--- src/rtl/tmr_recovery_sequencer_pkg.sv ---
// rtl/tmr_recovery_sequencer_pkg.sv - shared types and helpers for the TMR recovery sequencer
// State encoding, voter_state encodings and the control-output decode used by the sequencer.
package tmr_pkg;

  typedef enum logic [2:0] {
    ST_NORMAL = 3'd0,
    ST_HOLD   = 3'd1,
    ST_RESET  = 3'd2,
    ST_REPLAY = 3'd3,
    ST_FAIL   = 3'd4
  } tmr_state_e;

  localparam logic [2:0] VS_AGREE = 3'b000;
  localparam logic [2:0] VS_A     = 3'b001;
  localparam logic [2:0] VS_B     = 3'b010;
  localparam logic [2:0] VS_C     = 3'b100;

  typedef struct packed {
    logic core_hold;
    logic core_rst_n;
    logic pc_override;
    logic recovery_mode;
    logic rec_wr_sel;
    logic data_rec_sel;
    logic fatal;
  } tmr_ctrl_t;

  function automatic logic is_one_hot(input logic [2:0] vs);
    return (vs == VS_A) || (vs == VS_B) || (vs == VS_C);
  endfunction

  // Control outputs are a pure function of the state being entered.
  function automatic tmr_ctrl_t decode_ctrl(input tmr_state_e st);
    tmr_ctrl_t c;
    c = '{core_hold: 1'b0, core_rst_n: 1'b1, pc_override: 1'b0, recovery_mode: 1'b0,
          rec_wr_sel: 1'b0, data_rec_sel: 1'b0, fatal: 1'b0};
    case (st)
      ST_HOLD: begin
        c.core_hold     = 1'b1;
        c.recovery_mode = 1'b1;
      end
      ST_RESET: begin
        c.core_hold     = 1'b1;
        c.core_rst_n    = 1'b0;
        c.pc_override   = 1'b1;
        c.recovery_mode = 1'b1;
      end
      ST_REPLAY: begin
        c.recovery_mode = 1'b1;
        c.rec_wr_sel    = 1'b1;
        c.data_rec_sel  = 1'b1;
      end
      ST_FAIL: begin
        c.core_hold  = 1'b1;
        c.core_rst_n = 1'b0;
        c.fatal      = 1'b1;
      end
      default: ;
    endcase
    return c;
  endfunction

endpackage

--- src/rtl/tmr_recovery_sequencer_if.sv ---
// rtl/tmr_recovery_sequencer_if.sv - voter / core-control bundle for the TMR recovery sequencer
// master = sequencer side, slave = voter / mux side.
interface tmr_recovery_sequencer_if #(
  parameter int PC_W = 32
);
  logic [2:0]      voter_state;
  logic [PC_W-1:0] pc_voted;
  logic [PC_W-1:0] pc_out;
  logic            pc_override;
  logic            core_hold;
  logic            core_rst_n;
  logic            recovery_mode;
  logic            rec_wr_sel;
  logic            data_rec_sel;
  logic [2:0]      fault_core;
  logic [1:0]      retry_cnt;
  logic            fatal;

  modport master (
    input  voter_state, pc_voted,
    output pc_out, pc_override, core_hold, core_rst_n, recovery_mode,
           rec_wr_sel, data_rec_sel, fault_core, retry_cnt, fatal
  );

  modport slave (
    output voter_state, pc_voted,
    input  pc_out, pc_override, core_hold, core_rst_n, recovery_mode,
           rec_wr_sel, data_rec_sel, fault_core, retry_cnt, fatal
  );
endinterface

--- src/rtl/tmr_recovery_sequencer_ckpt_tracker.sv ---
// rtl/tmr_recovery_sequencer_ckpt_tracker.sv - periodic checkpoint PC capture
// Captures pc_voted every CKPT_INTERVAL enabled cycles; clear restarts the interval.
module tmr_ckpt_tracker #(
  parameter int              PC_W          = 32,
  parameter logic [PC_W-1:0] RESET_PC      = '0,
  parameter int              CKPT_INTERVAL = 16
) (
  input  logic            clk,
  input  logic            rst_in,
  input  logic            enable,
  input  logic            clear,
  input  logic [PC_W-1:0] pc_voted,
  output logic [PC_W-1:0] ckpt_pc
);

  localparam int                CNT_W    = $clog2(CKPT_INTERVAL);
  localparam logic [CNT_W-1:0]  CNT_LAST = CNT_W'(CKPT_INTERVAL - 1);

  logic [CNT_W-1:0] ckpt_cnt_q, ckpt_cnt_d;
  logic [PC_W-1:0]  ckpt_pc_q, ckpt_pc_d;

  always_comb begin
    ckpt_cnt_d = ckpt_cnt_q;
    ckpt_pc_d  = ckpt_pc_q;
    if (clear) begin
      ckpt_cnt_d = '0;
    end else if (enable) begin
      if (ckpt_cnt_q == CNT_LAST) begin
        ckpt_cnt_d = '0;
        ckpt_pc_d  = pc_voted;
      end else begin
        ckpt_cnt_d = ckpt_cnt_q + 1'b1;
      end
    end
  end

  always_ff @(posedge clk or negedge rst_in) begin
    if (!rst_in) begin
      ckpt_cnt_q <= '0;
      ckpt_pc_q  <= RESET_PC;
    end else begin
      ckpt_cnt_q <= ckpt_cnt_d;
      ckpt_pc_q  <= ckpt_pc_d;
    end
  end

  assign ckpt_pc = ckpt_pc_q;

endmodule

--- src/rtl/tmr_recovery_sequencer.sv ---
// rtl/tmr_recovery_sequencer.sv - hold / reset / replay sequencer for the TMR core cluster
// Repairs an outvoted core by restarting all three from the last checkpoint PC.
module tmr_recovery_sequencer
  import tmr_pkg::*;
#(
  parameter int              PC_W          = 32,
  parameter logic [PC_W-1:0] RESET_PC      = '0,
  parameter int              CKPT_INTERVAL = 16,
  parameter int              RST_CYCLES    = 2,
  parameter int              MAX_RETRY     = 2,
  parameter int              MAX_REPLAY    = 256
) (
  input  logic                       clk,
  input  logic                       rst_in,
  tmr_recovery_sequencer_if.master   bus
);

  localparam int               RST_W    = $clog2(RST_CYCLES + 1);
  localparam int               RP_W     = $clog2(MAX_REPLAY + 1);
  localparam logic [RST_W-1:0] RST_LOAD = RST_W'(RST_CYCLES - 1);
  localparam logic [RP_W-1:0]  RP_LAST  = RP_W'(MAX_REPLAY - 1);

  tmr_state_e       state_q, state_d;
  logic [RST_W-1:0] rst_cnt_q, rst_cnt_d;
  logic [RP_W-1:0]  replay_cnt_q, replay_cnt_d;
  logic [1:0]       retry_cnt_q, retry_cnt_d;
  logic [PC_W-1:0]  fault_pc_q, fault_pc_d;
  logic [2:0]       fault_core_q, fault_core_d;
  tmr_ctrl_t        ctrl_q, ctrl_d;

  logic            agree, fault, no_maj;
  logic            ckpt_en, ckpt_clear;
  logic [PC_W-1:0] ckpt_pc;

  assign agree   = (bus.voter_state == VS_AGREE);
  assign fault   = is_one_hot(bus.voter_state);
  assign no_maj  = !agree && !fault;
  assign ckpt_en = (state_q == ST_NORMAL) && agree;

  tmr_ckpt_tracker #(
    .PC_W          (PC_W),
    .RESET_PC      (RESET_PC),
    .CKPT_INTERVAL (CKPT_INTERVAL)
  ) u_ckpt (
    .clk      (clk),
    .rst_in   (rst_in),
    .enable   (ckpt_en),
    .clear    (ckpt_clear),
    .pc_voted (bus.pc_voted),
    .ckpt_pc  (ckpt_pc)
  );

  always_comb begin
    state_d      = state_q;
    rst_cnt_d    = rst_cnt_q;
    replay_cnt_d = replay_cnt_q;
    retry_cnt_d  = retry_cnt_q;
    fault_pc_d   = fault_pc_q;
    fault_core_d = fault_core_q;
    ckpt_clear   = 1'b0;

    case (state_q)
      ST_NORMAL: begin
        if (no_maj) begin
          state_d = ST_FAIL;
        end else if (fault) begin
          fault_pc_d   = bus.pc_voted;
          fault_core_d = bus.voter_state;
          state_d      = ST_HOLD;
        end
      end
      ST_HOLD: begin
        state_d   = ST_RESET;
        rst_cnt_d = RST_LOAD;
      end
      ST_RESET: begin
        if (rst_cnt_q == '0) begin
          state_d      = ST_REPLAY;
          replay_cnt_d = '0;
        end else begin
          rst_cnt_d = rst_cnt_q - 1'b1;
        end
      end
      ST_REPLAY: begin
        replay_cnt_d = replay_cnt_q + 1'b1;
        // A re-fault wins over reaching the faulting PC in the same cycle.
        if (no_maj || (replay_cnt_q == RP_LAST)) begin
          state_d = ST_FAIL;
        end else if (fault) begin
          if (int'(retry_cnt_q) < MAX_RETRY) begin
            retry_cnt_d  = retry_cnt_q + 1'b1;
            fault_core_d = bus.voter_state;
            state_d      = ST_HOLD;
          end else begin
            state_d = ST_FAIL;
          end
        end else if (bus.pc_voted == fault_pc_q) begin
          state_d      = ST_NORMAL;
          retry_cnt_d  = '0;
          replay_cnt_d = '0;
          ckpt_clear   = 1'b1;
        end
      end
      ST_FAIL: state_d = ST_FAIL;
      default: state_d = ST_FAIL;
    endcase

    ctrl_d = decode_ctrl(state_d);
  end

  always_ff @(posedge clk or negedge rst_in) begin
    if (!rst_in) begin
      state_q      <= ST_NORMAL;
      rst_cnt_q    <= '0;
      replay_cnt_q <= '0;
      retry_cnt_q  <= '0;
      fault_pc_q   <= '0;
      fault_core_q <= '0;
      ctrl_q       <= decode_ctrl(ST_NORMAL);
    end else begin
      state_q      <= state_d;
      rst_cnt_q    <= rst_cnt_d;
      replay_cnt_q <= replay_cnt_d;
      retry_cnt_q  <= retry_cnt_d;
      fault_pc_q   <= fault_pc_d;
      fault_core_q <= fault_core_d;
      ctrl_q       <= ctrl_d;
    end
  end

  assign bus.pc_out        = ckpt_pc;
  assign bus.pc_override   = ctrl_q.pc_override;
  assign bus.core_hold     = ctrl_q.core_hold;
  assign bus.core_rst_n    = ctrl_q.core_rst_n;
  assign bus.recovery_mode = ctrl_q.recovery_mode;
  assign bus.rec_wr_sel    = ctrl_q.rec_wr_sel;
  assign bus.data_rec_sel  = ctrl_q.data_rec_sel;
  assign bus.fault_core    = fault_core_q;
  assign bus.retry_cnt     = retry_cnt_q;
  assign bus.fatal         = ctrl_q.fatal;

endmodule

--- src/flat_wrapper.sv ---
// flat-port wrapper written by rule: the top's interface ports become plain ports
module tmr_recovery_sequencer_flat import tmr_pkg::*;
#(
  parameter int              PC_W          = 32,
  parameter logic [PC_W-1:0] RESET_PC      = '0,
  parameter int              CKPT_INTERVAL = 16,
  parameter int              RST_CYCLES    = 2,
  parameter int              MAX_RETRY     = 2,
  parameter int              MAX_REPLAY    = 256
)
  (clk, rst_in, bus_voter_state, bus_pc_voted, bus_pc_out, bus_pc_override, bus_core_hold, bus_core_rst_n, bus_recovery_mode, bus_rec_wr_sel, bus_data_rec_sel, bus_fault_core, bus_retry_cnt, bus_fatal);
  tmr_recovery_sequencer_if #(.PC_W(PC_W)) bus_i ();
  input  logic clk;
  input  logic rst_in;
  input wire logic [$bits(bus_i.voter_state)-1:0] bus_voter_state;
  input wire logic [$bits(bus_i.pc_voted)-1:0] bus_pc_voted;
  output wire logic [$bits(bus_i.pc_out)-1:0] bus_pc_out;
  output wire logic [$bits(bus_i.pc_override)-1:0] bus_pc_override;
  output wire logic [$bits(bus_i.core_hold)-1:0] bus_core_hold;
  output wire logic [$bits(bus_i.core_rst_n)-1:0] bus_core_rst_n;
  output wire logic [$bits(bus_i.recovery_mode)-1:0] bus_recovery_mode;
  output wire logic [$bits(bus_i.rec_wr_sel)-1:0] bus_rec_wr_sel;
  output wire logic [$bits(bus_i.data_rec_sel)-1:0] bus_data_rec_sel;
  output wire logic [$bits(bus_i.fault_core)-1:0] bus_fault_core;
  output wire logic [$bits(bus_i.retry_cnt)-1:0] bus_retry_cnt;
  output wire logic [$bits(bus_i.fatal)-1:0] bus_fatal;
  assign bus_i.voter_state = bus_voter_state;
  assign bus_i.pc_voted = bus_pc_voted;
  assign bus_pc_out = bus_i.pc_out;
  assign bus_pc_override = bus_i.pc_override;
  assign bus_core_hold = bus_i.core_hold;
  assign bus_core_rst_n = bus_i.core_rst_n;
  assign bus_recovery_mode = bus_i.recovery_mode;
  assign bus_rec_wr_sel = bus_i.rec_wr_sel;
  assign bus_data_rec_sel = bus_i.data_rec_sel;
  assign bus_fault_core = bus_i.fault_core;
  assign bus_retry_cnt = bus_i.retry_cnt;
  assign bus_fatal = bus_i.fatal;
  tmr_recovery_sequencer #(.PC_W(PC_W), .RESET_PC(RESET_PC), .CKPT_INTERVAL(CKPT_INTERVAL), .RST_CYCLES(RST_CYCLES), .MAX_RETRY(MAX_RETRY), .MAX_REPLAY(MAX_REPLAY)) u_core (.clk(clk), .rst_in(rst_in), .bus(bus_i));
endmodule
--- config.mk ---
export PLATFORM = sky130hd
export DESIGN_NAME = tmr_recovery_sequencer_flat
export DESIGN_NICKNAME = d
export VERILOG_FILES = /design/src/rtl/tmr_recovery_sequencer_pkg.sv /design/src/rtl/tmr_recovery_sequencer_if.sv /design/src/rtl/tmr_recovery_sequencer_ckpt_tracker.sv /design/src/rtl/tmr_recovery_sequencer.sv /design/src/flat_wrapper.sv
export SDC_FILE = /design/constraint.sdc
export NUM_CORES = 1
export LEC_CHECK = 0
export BUFFER_PORTS_ARGS = -buffer_cell sky130_fd_sc_hd__buf_2
export CORE_UTILIZATION = 55
export DETAILED_ROUTE_END_ITERATION = 10
export PLACE_DENSITY = 0.77
export SLEW_MARGIN = 20
export SYNTH_ARGS = -nofsm -noshare
export SYNTH_HDL_FRONTEND = slang
export SYNTH_SLANG_ARGS = --single-unit
--- constraint.sdc ---
create_clock -name clk -period 3.04 [get_ports clk]
set_input_delay 0.304 -clock clk [delete_from_list [all_inputs] [get_ports clk]]
set_output_delay 0.304 -clock clk [all_outputs]
set_load 0.05 [all_outputs]
======== After elaboration in Yosys (flattened, before gate mapping) ========
Index checks and enable logic that the tools add are counted.
operators by class
  add/sub/neg operators ................... 4
  multiply operators ...................... 0
  div/mod/pow operators ................... 0
  $lt $le $gt $ge ......................... 1
  eq/ne operators ......................... 21
  shift operators ......................... 0
  mux-type cells .......................... 37
  bitwise logic cells ..................... 3
  reductions and logical operators ........ 24
operator list
  cell                                                              count
  3-bit 2-to-1 mux                                                  12
  9-bit 2-to-1 mux                                                  4
  32-bit == test                                                    1
  9-bit case mux with 2 select lines                                1
  3-bit by 2-bit == test with 1-bit output (second input constant)  5
  4-bit 2-to-1 mux                                                  3
  3-bit case mux with 4 select lines                                1
  2-bit 2-to-1 mux                                                  5
  2-bit nonzero test                                                5
  9-bit by 1-bit adder with 9-bit output (second input constant)    1
  3-bit by 1-bit == test with 1-bit output (second input constant)  3
  9-bit by 8-bit == test with 1-bit output (second input constant)  1
  1-bit 2-to-1 mux                                                  9
  2-bit by 1-bit != test with 1-bit output (second input constant)  4
  2-bit != test (second input constant)                             4
  3-bit == test (second input constant)                             2
  3-bit logical NOT                                                 2
  3-bit case mux with 2 select lines                                1
  3-bit AND reduction                                               2
  6-bit AND reduction                                               1
  3-bit OR reduction                                                2
  4-bit by 1-bit adder with 4-bit output (second input constant)    1
  4-bit == test (second input constant)                             1
  2-bit case mux with 2 select lines                                1
  other kinds (11)                                                  18
word-level totals
  register bits ........................... 94
  latch bits .............................. 0
  memory bits (writable) .................. 0
  memory bits (read-only) ................. 0
  bits of input ports ..................... 37
  output and inout bits ................... 44
  word-level logic and storage cells ...... 105
  memories ................................ 0

======== Logic depth before layout (Yosys ltp) ========
Gate-level depths: netlist (run 1).
  depth after elaboration ................. 11
  mapped depth ............................ 10
  depth with buffers taken out ............ 10

======== By module ========
Synthesis (run 1) repeated with hierarchy kept, for this count alone.
unflattened totals
  cell total of the unflattened synthesis .. 331
  area, all modules ....................... 4281.6 µm²
by module, submodules not included
  module                  instances  cells each  area an instance (µm²)  seq. area each (µm²)
  tmr_recovery_sequencer  1          243         2872.8                  1427.6
  tmr_ckpt_tracker        1          88          1408.9                  900.9

======== Least setup slack after synthesis (run 1) ========
Ideal clock, no wire load.
  kind .................................... register to register
  from .................................... register u_core.replay_cnt_q[0]
  to ...................................... register u_core.fault_core_q[0], in the netlist u_core.bus.fault_core[0]
  library setup time ...................... 0.128 ns
  arrival ................................. 2.634 ns
  data required time ...................... 2.912 ns
  path slack .............................. 0.279 ns
  stages on the path, launching flop included .. 11
  period minus slack after synthesis ...... 2.761 ns
  path through ............................ dfrtp_1 > ha_1 > and3_1 > and3_1 > and3_1 > ha_1 > o41ai_2 > o21ai_1 > a221oi_4 > nand2_4 > mux2_1
on the way
  longest elaborated chain between the ends .. 4
RTL lines
  what                                      RTL line                       source
  from (decl)                               tmr_recovery_sequencer.sv:25   logic [RP_W-1:0] replay_cnt_q, replay_cnt_d;
  from (signal assigned)                    tmr_recovery_sequencer.sv:123  replay_cnt_q <= replay_cnt_d;
  9-bit by 8-bit == test with 1-bit output  tmr_recovery_sequencer.sv:87   if (no_maj || (replay_cnt_q == RP_LAST)) begin
  1-bit logical OR                          tmr_recovery_sequencer.sv:87
  2-bit != test (no source line)            --
  6-bit AND reduction (no source line)      --
  to (signal assigned)                      tmr_recovery_sequencer.sv:126  fault_core_q <= fault_core_d;
  to (decl)                                 tmr_recovery_sequencer.sv:28   logic [2:0] fault_core_q, fault_core_d;
No other way between the ends.
A chain may end at the register's enable or synchronous reset.

======== Worst setup path in the final report (run 1) ========
  from .................................... register u_core.replay_cnt_q[0]
  to ...................................... register u_core.fault_core_q[1], in the netlist u_core.bus.fault_core[1]
Same word-level chain as after synthesis.

==> results of run 1 <==
[state kept, by name, summed over array words and instances, names as in the netlist]
signal,count
u_core.state_q,3
u_core.fault_pc_q,32
u_core.replay_cnt_q,9
u_core.bus.core_hold,1
u_core.bus.data_rec_sel,1
u_core.bus.recovery_mode,1
u_core.bus.fault_core,3
u_core.rst_cnt_q,2
u_core.bus.fatal,1
u_core.u_ckpt.ckpt_cnt_q,4
u_core.u_ckpt.ckpt_pc,32
u_core.bus.retry_cnt,2
u_core.bus.pc_override,1
u_core.bus.core_rst_n,1
[layout by cell type (no fill, tap or decap), types with 4 or more instances in the layout]
master | netlist | final
dfrtp_1 | 92 | 92
buf_2 | 5 | 79
mux2_2 | 56 | 56
xor2_1 | 36 | 36
nand2_1 | 21 | 21
nor2_1 | 11 | 11
mux2_1 | 11 | 11
o21ai_0 | 11 | 11
nor4_1 | 10 | 10
clkbuf_8 | 0 | 10
inv_1 | 8 | 8
a21o_1 | 6 | 6
a21oi_1 | 4 | 4
buf_4 | 1 | 4
[per-stage QoR]
stage / area (um^2) / hold slack [ns] / power [mW] / utilization, % / std cells
2_1_floorplan: 4220 / 0.008409 / 1.299 / - / 328
3_3_place_gp: 4738 / 0.3258 / 1.369 / 64.64 / 499
3_5_place_dp: 4738 / 0.3269 / 1.371 / 64.64 / 499
4_1_cts: 4956 / 0.1844 / 2.213 / 67.61 / 516
5_1_grt: 4970 / 0.1929 / 2.280 / 67.79 / 517
6_report: 4970 / 0.1900 / 2.191 / 67.79 / 517
[final timing paths]
| kind | end | slack, ns | startpoint | depth (start not counted) |
|---|---|---|---|---|
| worst max-delay path | u_core.bus.fault_core[1]$_DFFE_PN0P_ | 0.15 | u_core.replay_cnt_q[0]$_DFFE_PN0P_ | 10 |
| worst min-delay path | u_core.u_ckpt.ckpt_pc[16]$_DFFE_PN0P_ | 0.19 | bus_pc_voted[16] | 2 |
| worst max register to register | u_core.bus.fault_core[1]$_DFFE_PN0P_ | 0.15 | u_core.replay_cnt_q[0]$_DFFE_PN0P_ | 10 |
| worst min register to register | u_core.u_ckpt.ckpt_pc[23]$_DFFE_PN0P_ | 0.49 | u_core.u_ckpt.ckpt_pc[23]$_DFFE_PN0P_ | 1 |
| max in group asynchronous | u_core.fault_pc_q[30]$_DFFE_PN0P_ | 1.93 | rst_in | 3 |
| min in group asynchronous | u_core.u_ckpt.ckpt_pc[4]$_DFFE_PN0P_ | 0.46 | rst_in | 2 |
[layer usage]
metal / vias up / track usage (%) / share of wire, %
met5: - / 0 / 0
met4: 0 / 8.514 / 1.1
met3: 9 / 3.382 / 4.2
met2: 71 / 32.85 / 47
met1: 1355 / 27.87 / 48
li1: 1328 / - / -
[cells by family (layout without fill, tap and decap cells)]
kind of cell             count (synthesis)  in the layout  share of synthesized area, %
buffers and inverters                   20            110                         2.223
AND/OR/NAND/NOR                         66             66                         8.331
adder cells (fa/ha/maj)                  5              5                         1.423
XOR/XNOR                                37             37                         7.679
flip-flops                              93             93                         55.17
AO/OA/AOI/OAI                           37             37                         6.582
multiplexers                            70             70                         18.59
[critical path: cells and delay by family, from the launching register on]
family,cells,cell delay (ns)
AND/OR/NAND/NOR,5,1.04
AO/OA/AOI/OAI,2,0.53
adder cells (fa/ha/maj),2,0.45
flip-flops,1,0.42
multiplexers,1,0.32
[where the power goes]
part,leakage (nW),total (mW),internal (mW),switching [mW]
clock,0.0951,0.845,0.407,0.438
combinational,1.41,0.107,0.0367,0.0702
sequential,1.23,1.24,1.24,0.00167
[what timing repair did]
action,CTS,global route
buffers inserted,0,1
hold buffers,1,0
hold endpoints to repair,41,0
gates resized for setup,0,2
setup endpoints to repair,0,4
[final cells by class]
type	count	share of cell area [%]
Tap cell	99	2.492
Inverter	8	0.6042
Timing Repair Buffer	86	9.567
Clock inverter	6	1.410
Clock buffer	10	2.769
Sequential cell	93	46.85
Multi-Input combinational cell	215	36.30
[synth_stat cells (2+ instances only)]
| cell | count |
|---|---|
| and3_1 | 3 |
| nor3_1 | 3 |
| a22o_1 | 2 |
| mux2i_1 | 3 |
| a21oi_1 | 4 |
| nor2b_1 | 2 |
| o311ai_0 | 2 |
| nor3b_1 | 2 |
| dfrtp_1 | 92 |
| o22ai_1 | 2 |
| inv_1 | 8 |
| buf_2 | 5 |
| mux2_1 | 11 |
| xor2_1 | 36 |
| nand2_1 | 21 |
| a21o_1 | 6 |
| nand4_1 | 3 |
| nand3_1 | 3 |
| clkbuf_1 | 3 |
| nor4_1 | 10 |
| o21ai_0 | 11 |
| mux2_2 | 56 |
| ha_1 | 4 |
| nand2b_1 | 2 |
| nor2_1 | 11 |
==> metrics.md, run 1 <==
| Metric | Value |
|---|---|
| Initial cell density of the core | `57.57%` |
| Std cell rows | `31` |
| All-Layer GR Usage | `20.48%` |
| DR WL/cell | `14.57 um` |
| Setup TNS | `0 ns` |
| First-pass GRT wire length | `12300 um` |
| Largest net degree at the start of global routing | `52` |
| Die height | `89.60 um` |
| Final slew viol count | `0` |
| Synth area leaders | `dfrtp_1, mux2_2, xor2_1, mux2_1, nand2_1` |
| CTS tree | `yes` |
| CTS root buf | `clkbuf_8` |
| Routability-driven placement congestion ratio | `0.7903` |
| Initial DRC Count | `94` |
| Post-synth top flop | `dfrtp_1` |
| # Max-Cap Violations | `0` |
| Final setup viols | `0` |
| DP HPWL | `5432 um` |
| Max Clock Skew | `0.01462 ns` |
| Max-Slew Margin vs Limit | `54.95%` |
| Count of input and output buffers | `80` |
| Register area share after synthesis | `55.17%` |
| Crit-path cells | `ha_1, and3_1, and3_1, and3_1, ha_2, nor4_1, o21ai_2, a221oi_4, nand2_4, mux2_1` |
| Area of the mapped netlist | `4220 um^2` |
| Worst slew pin tran | `0.6673 ns` |
| Bufs on Longest Clock Path | `2` |
| Critical path's most frequent cell | `and3_1` |
| CP Data Required Time | `3.27 ns` |
| CTS clk-pin slew, worst paths | `0.10 ns` |
| # fillers | `567` |
| Syn_area_per_cell | `12.87 um^2` |
| Vias/cell | `5.344` |
| Num CTS Buffers | `9` |
| Routed Wire Length | `7535 um` |
| Cell accounting for the most synthesized area | `dfrtp_1` |
| Post-synth EDFFs | `0` |
| Yosys cell types | `48` |
| Die ar. | `8027 um^2` |
| Die X-Extent | `89.60 um` |
| Slowest-stage cell, CP | `dfrtp_1` |
| Multi-input gate area | `1804 um^2` |
| Worst ir drop on vdd | `0.3062 mV` |
| Io pins | `81` |
| Vias | `2763` |
| Leakage | `2.741 nW` |
| 1st-pass router iterations | `4` |
| Remaining Overflow, GRT | `0` |
| Clk Latency, worst-skew pair | `0.36 ns` |
| Worst setup margin | `0.1520 ns` |
| Slowest stage delay, CP | `0.42 ns` |
| Power per standard cell area | `440.8 nW/um^2` |
| Post-route DRC violation count | `0` |
| H-tree levels | `3` |
| Vias in the first global route | `2610` |
| Yosys reg bits | `93` |
| Initial antenna violation count | `0` |
| Critical path endpoint category | `flop` |
| Syn nets | `369` |
| Critical Path AT | `3.12 ns` |
| Crit start category | `flop` |
| Clock sink count | `93` |
| Post-DRT Antenna Nets | `0` |
| Share of layout cells above drive strength 1 | `39.95%` |
| Sequential cell area | `2328 um^2` |
| Pre-CTS setup slack | `0.06478 ns` |
| Hold Fails Final Rpt | `0` |
| Fmax | `346.3 MHz` |
| Final Critical Period | `2.888 ns` |
| Core area | `7331 um^2` |
| Crit-path max FO | `5` |
| Nets | `454` |
| Asr flop ratio synth | `100.0%` |
| Crit Path Class | `reg2reg` |
| Final worst path period share | `95.00%` |
| Hold Path Class | `in2reg` |
| Synth top area share | `54.55%` |
| Yosys warns | `0` |
| Status | `finished clean` |
| ANT cells | `0` |
| Syn Inst Count | `328` |
| Area grow syn2layout | `17.76%` |
(Power assumes the default switching activity.)
==> run 2: changes to the inputs <==
CORE_ASPECT_RATIO = 1.75   (was unset)
==> metrics.md, run 2 (synthesis gave the netlist of run 1 again) <==
| Metric | Value |
|---|---|
| Vias | `2808 (was 2763)` |
| Fmax | `358.8 MHz (was 346.3 MHz)` |
| Clk Latency, worst-skew pair | `0.34 ns (was 0.36 ns)` |
| Multi-input gate area | `1808 um^2 (was 1804 um^2)` |
| Initial antenna violation count | `0 (unchanged)` |
| Post-DRT Antenna Nets | `0 (unchanged)` |
| Post-route DRC violation count | `0 (unchanged)` |
| Bufs on Longest Clock Path | `2 (unchanged)` |
| Largest net degree at the start of global routing | `89 (was 52)` |
| First-pass GRT wire length | `12930 um (was 12300 um)` |
| CTS tree | `yes (unchanged)` |
| Crit start category | `flop (unchanged)` |
| Worst setup path start | `u_core.replay_cnt_q[0]$_DFFE_PN0P_ (unchanged)` |
| H-tree levels | `3 (unchanged)` |
| Die ar. | `8041 um^2 (was 8027 um^2)` |
| Critical path endpoint category | `flop (unchanged)` |
| Die X-Extent | `68.22 um (was 89.60 um)` |
| Status | `finished clean (unchanged)` |
| Crit Path Class | `reg2reg (unchanged)` |
| Std cell rows | `41 (was 31)` |
| CTS root buf | `clkbuf_16 (was clkbuf_8)` |
| Final setup viols | `0 (unchanged)` |
| Crit Reg-Reg Startpoint | `u_core.replay_cnt_q[0]$_DFFE_PN0P_ (unchanged)` |
| DR WL/cell | `15.91 um (was 14.57 um)` |
| Post-DP Area | `4697 um^2 (was 4738 um^2)` |
| Power per standard cell area | `497.4 nW/um^2 (was 440.8 nW/um^2)` |
| Worst slew pin tran | `0.7897 ns (was 0.6673 ns)` |
| Vias in the first global route | `2792 (was 2610)` |
| Design Area, Final | `5022 um^2 (was 4970 um^2)` |
| Area grow syn2layout | `19.00% (was 17.76%)` |
| Die height | `117.9 um (was 89.60 um)` |
| ANT cells | `0 (unchanged)` |
| Max-Slew Margin vs Limit | `47.36% (was 54.95%)` |
| Leakage | `2.789 nW (was 2.741 nW)` |
| Routed Wire Length | `7988 um (was 7535 um)` |
| Vias/cell | `5.594 (was 5.344)` |
| Setup TNS | `0 ns (unchanged)` |
| Final Critical Period | `2.787 ns (was 2.888 ns)` |
| Max Clock Skew | `0.005270 ns (was 0.01462 ns)` |
| Routability-driven placement congestion ratio | `0.8731 (was 0.7903)` |
| Sequential cell area | `2328 um^2 (unchanged)` |
| Core area | `7336 um^2 (was 7331 um^2)` |
| Crit-path max FO | `5 (unchanged)` |
| All-Layer GR Usage | `21.65% (was 20.48%)` |
| Critical Path AT | `3.01 ns (was 3.12 ns)` |
| Remaining Overflow, GRT | `0 (unchanged)` |
| Clock sink count | `93 (unchanged)` |
| # fillers | `558 (was 567)` |
| CP Data Required Time | `3.26 ns (was 3.27 ns)` |
| Worst ir drop on vdd | `0.4066 mV (was 0.3062 mV)` |
| Hold Fails Final Rpt | `0 (unchanged)` |
| Final slew viol count | `0 (unchanged)` |
| Most common cell after layout, fill and taps aside | `dfrtp_1 (unchanged)` |
| Share of layout cells above drive strength 1 | `39.90% (was 39.95%)` |
| Num CTS Buffers | `9 (unchanged)` |
| Count of input and output buffers | `80 (unchanged)` |
| Final worst path period share | `91.68% (was 95.00%)` |
| DP HPWL | `5527 um (was 5432 um)` |
| RSZ-0062 raised after global routing | `no` |
| Most frequent cells in the layout | `dfrtp_1, buf_2, mux2_2 (unchanged)` |
| 1st-pass router iterations | `4 (unchanged)` |
| Io pins | `81 (unchanged)` |
| CTS clk-pin slew, worst paths | `0.06 ns (was 0.10 ns)` |
| Initial cell density of the core | `57.53% (was 57.57%)` |
| Initial DRC Count | `134 (was 94)` |
| Nets | `452 (was 454)` |
| # Max-Cap Violations | `0 (unchanged)` |
| Hold Path Class | `in2async (was in2reg)` |
| CTS Hold Buffers Added | `0 (was 1)` |
run 2: changes by cell type in the layout (fill, tap and decap cells not counted), sizes merged:
cell / change
clkinvlp: -3
clkinv: +2
clkbuf: +2
inv: -1
dlygate4sd3: -1
buf: -1
run 2: cell type report:
| cell class | count | share of cell area [%] |
|---|---|---|
| inverter | 8 | 0.5979 |
| tap | 86 | 2.142 |
| multi-input combinational | 215 | 36.00 |
| clock inverter | 4 | 0.8969 |
| sequential | 93 | 46.36 |
| timing repair buffer | 84 | 8.695 |
| clock buffer | 12 | 5.306 |
run 2: final timing paths:
path                                                          to  slack [ns]  cells past startpoint
min                            u_core.fault_pc_q[10]$_DFFE_PN0P_        0.01                      1
min in group clk           u_core.u_ckpt.ckpt_pc[22]$_DFFE_PN0P_        0.21                      2
max                         u_core.bus.fault_core[0]$_DFFE_PN0P_        0.25                     10
max in group asynchronous   u_core.u_ckpt.ckpt_pc[6]$_DFFE_PN0P_        2.43                      2
max reg2reg                 u_core.bus.fault_core[0]$_DFFE_PN0P_        0.25                     10
min reg2reg                u_core.u_ckpt.ckpt_pc[19]$_DFFE_PN0P_        0.49                      1
run 2: repair_timing:
action,CTS,global route
resized for setup,0,2
setup buffers,0,0
setup endpoints to repair,0,1
run 2: power breakdown:
group | internal, mW | switching [mW] | total (mW) | leakage, nW
clock network | 0.700 | 0.452 | 1.15 | 0.158
logic | 0.0345 | 0.0713 | 0.106 | 1.40
registers | 1.24 | 0.00126 | 1.24 | 1.23
total | 1.97 | 0.525 | 2.50 | 2.79
run 2: through the flow:
step | hold WS (ns) | util [%] | setup slack (ns) | cells | power (mW)
floorplan | 0.008409 | - | 0.2788 | 328 | 1.299
global placement | 0.4684 | 64.03 | 0.2439 | 486 | 1.367
detailed placement | 0.4754 | 64.03 | 0.1758 | 486 | 1.370
CTS | 0.2051 | 68.28 | 0.1577 | 502 | 2.521
global route | 0.08149 | 68.46 | 0.08635 | 502 | 2.571
finish | 0.01004 | 68.46 | 0.2529 | 502 | 2.498
run 2: per-layer routing:
metal	vias up	part of all wire [%]	track usage [%]
met5	-	0	0
met4	0	2.2	8.854
met3	14	4.2	5.329
met2	74	53	36.83
met1	1392	40	24.77
li1	1328	-	-
run 2: critical path: stages (launching register included):
cell	delay (ns)
dfrtp_1	0.42
ha_1	0.23
and3_1	0.20
and3_1	0.20
and3_1	0.18
ha_1	0.25
nor4_2	0.31
o21ai_2	0.12
a221oi_4	0.36
nand2_4	0.09
mux2_1	0.32
==> run 3: changes to the inputs <==
BUFFER_PORTS_ARGS = unset   (was -buffer_cell sky130_fd_sc_hd__buf_2)
CORE_UTILIZATION = 60   (was 55)
DONT_BUFFER_PORTS = 1   (was unset)
PLACE_DENSITY = 0.74   (was 0.77)
==> metrics.md, run 3 (synthesis gave the netlist of run 1 again) <==
| Metric | Value |
|---|---|
| Status | `finished clean (unchanged)` |
| Die ar. | `7387 um^2 (was 8041 um^2)` |
| Final slew viol count | `0 (unchanged)` |
| ANT cells | `0 (unchanged)` |
| DP HPWL | `5090 um (was 5527 um)` |
| Final Util | `67.43% (was 68.46%)` |
| # fillers | `493 (was 558)` |
| 1st-pass router iterations | `4 (unchanged)` |
| Post-DRT Antenna Nets | `0 (unchanged)` |
| Vias | `2503 (was 2808)` |
| Crit Path Class | `reg2reg (unchanged)` |
| Slowest-stage cell, CP | `dfrtp_1 (unchanged)` |
| Crit-path max FO | `5 (unchanged)` |
| First-pass GRT wire length | `12250 um (was 12930 um)` |
| H-tree levels | `3 (unchanged)` |
| Crit-path cells | `ha_1, and3_1, and3_1, and3_1, ha_1, o41ai_2, o21ai_1, a221oi_4, nand2_4, mux2_1 (was ha_1, and3_1, and3_1, and3_1, ha_1, nor4_2, o21ai_2, a221oi_4, nand2_4, mux2_1)` |
| Max-Slew Margin vs Limit | `42.02% (was 47.36%)` |
| CTS root buf | `clkbuf_16 (unchanged)` |
| Crit start category | `flop (unchanged)` |
| Dpl cells | `404 (was 486)` |
| Initial antenna violation count | `0 (unchanged)` |
| Vias/cell | `5.931 (was 5.594)` |
| Io pins | `81 (unchanged)` |
| Nets | `374 (was 452)` |
| Final Critical Period | `2.895 ns (was 2.787 ns)` |
| Worst ir drop on vdd | `0.3953 mV (was 0.4066 mV)` |
| Layout Cells excl Fill | `422 (was 502)` |
| Post-route DRC violation count | `0 (unchanged)` |
| Share of layout cells above drive strength 1 | `24.56% (was 39.90%)` |
| CTS tree | `yes (unchanged)` |
| Most common cell after layout, fill and taps aside | `dfrtp_1 (unchanged)` |
| Clock sink count | `93 (unchanged)` |
| Power per standard cell area | `520.7 nW/um^2 (was 497.4 nW/um^2)` |
| Num CTS Buffers | `9 (unchanged)` |
| CTS clk-pin slew, worst paths | `0.06 ns (about the same)` |
| Setup TNS | `0 ns (unchanged)` |
| Max Clock Skew | `0.006968 ns (was 0.005270 ns)` |
| Worst setup margin | `0.1455 ns (was 0.2529 ns)` |
| CP Data Required Time | `3.27 ns (was 3.26 ns)` |
| Routed Wire Length | `7276 um (was 7988 um)` |
| Slowest stage delay, CP | `0.42 ns (about the same)` |
| Remaining Overflow, GRT | `0 (unchanged)` |
| Leakage | `2.408 nW (was 2.789 nW)` |
| Die height | `112.9 um (was 117.9 um)` |
| Critical Path AT | `3.12 ns (was 3.01 ns)` |
| Bufs on Longest Clock Path | `2 (unchanged)` |
| Final setup viols | `0 (unchanged)` |
| DR WL/cell | `17.24 um (was 15.91 um)` |
| Worst slew pin tran | `0.8702 ns (was 0.7897 ns)` |
| Critical path endpoint category | `flop (unchanged)` |
| Count of input and output buffers | `0 (was 80)` |
| Final worst path period share | `95.21% (was 91.68%)` |
| Initial DRC Count | `134 (unchanged)` |
| Largest net degree at the start of global routing | `94 (was 89)` |
| # Max-Cap Violations | `0 (unchanged)` |
| Number of post-CTS setup repair buffers | `0 (unchanged)` |
| Core area | `6857 um^2 (was 7336 um^2)` |
| Vias in the first global route | `2676 (was 2792)` |
| Die X-Extent | `65.40 um (was 68.22 um)` |
| Std cell rows | `40 (was 41)` |
| Routability-driven placement congestion ratio | `0.8466 (was 0.8731)` |
| Pre-CTS setup slack | `0.1490 ns (was 0.1758 ns)` |
| Hold Fails Final Rpt | `0 (unchanged)` |
| Resized Gates After CTS | `0 (unchanged)` |
| Critical path's most frequent cell | `and3_1 (unchanged)` |
| Area grow syn2layout | `9.546% (was 19.00%)` |
| Hold Path Class | `in2reg (was in2async)` |
| Most frequent cells in the layout | `dfrtp_1, mux2_2, xor2_1 (was dfrtp_1, buf_2, mux2_2)` |
| Initial cell density of the core | `61.55% (was 57.53%)` |
| Clk Latency, worst-skew pair | `0.35 ns (was 0.34 ns)` |
| All-Layer GR Usage | `22.54% (was 21.65%)` |
| RSZ-0062 raised after global routing | `no (unchanged)` |
| Fmax | `345.5 MHz (was 358.8 MHz)` |
==> run 3: cell count changes in the layout (fill, tap and decap cells not counted), sizes merged <==
cell,previous run,this run
dlygate4sd3,0,1
clkinv,3,2
buf,84,5
clkinvlp,0,1
==> run 3: worst paths after layout <==
kind | startpoint | to | slack, ns | cells past startpoint
min | bus_voter_state[0] | u_core.bus.fault_core[0]$_DFFE_PN0P_ | 0.09 | 1
min in group asynchronous | rst_in | u_core.u_ckpt.ckpt_pc[10]$_DFFE_PN0P_ | 0.54 | 2
max | u_core.replay_cnt_q[0]$_DFFE_PN0P_ | u_core.bus.fault_core[1]$_DFFE_PN0P_ | 0.15 | 10
max reg2reg | u_core.replay_cnt_q[0]$_DFFE_PN0P_ | u_core.bus.fault_core[1]$_DFFE_PN0P_ | 0.15 | 10
min reg2reg | u_core.rst_cnt_q[0]$_DFFE_PN0P_ | u_core.rst_cnt_q[0]$_DFFE_PN0P_ | 0.49 | 1
max in group asynchronous | rst_in | u_core.bus.core_rst_n$_DFF_PN1_ | 2.14 | 2
==> run 3: layout make-up <==
class | count | area [um^2] | area share, %
clock buffers | 12 | 246.5 | 5.332
multi-input cells | 215 | 1798 | 38.89
well taps | 84 | 105.1 | 2.273
flip-flops and latches | 93 | 2328 | 50.37
clock inverters | 4 | 47.55 | 1.028
inverters | 8 | 30.03 | 0.6495
repair buffers | 6 | 67.56 | 1.461
==> run 3: per-layer routing <==
| layer | track usage [%] | routed length (um) | vias to the layer above |
|---|---|---|---|
| met1 | 24.42 | 2809 | 1252 |
| li1 | - | - | 1172 |
| met5 | 0 | 0 | - |
| met4 | 14.64 | 230 | 0 |
| met3 | 3.831 | 302 | 13 |
| met2 | 39.24 | 3934 | 66 |
==> run 3: what timing repair did <==
action / CTS / global route
hold buffers: 2 / 0
endpoints found under the setup margin: 0 / 0
endpoints found under the hold margin: 93 / 0
==> run 3: through the flow <==
step	power [mW]	hold WS [ns]	area, um^2
final	2.407	0.08727	4623
after global placement	1.301	0.01039	4292
after detailed placement	1.301	0.01011	4292
after floorplan	1.299	0.008409	4220
after global routing	2.487	0.08620	4623
after CTS	2.431	0.08039	4623
==> run 3: report_power, final <==
| group | switching, mW | internal, mW | leakage [nW] | total, mW |
|---|---|---|---|---|
| logic | 0.0403 | 0.0205 | 1.03 | 0.0608 |
| clock network | 0.445 | 0.657 | 0.143 | 1.10 |
| registers | 0.00637 | 1.24 | 1.23 | 1.25 |
==> run 3: worst max-delay path: cells and delay by family, from the launching register on <==
kind                     cells  cell delay (ns)
AO/OA/AOI/OAI                3             0.89
adder cells (fa/ha/maj)      2             0.48
flip-flops                   1             0.42
multiplexers                 1             0.32
AND/OR/NAND/NOR              4             0.66
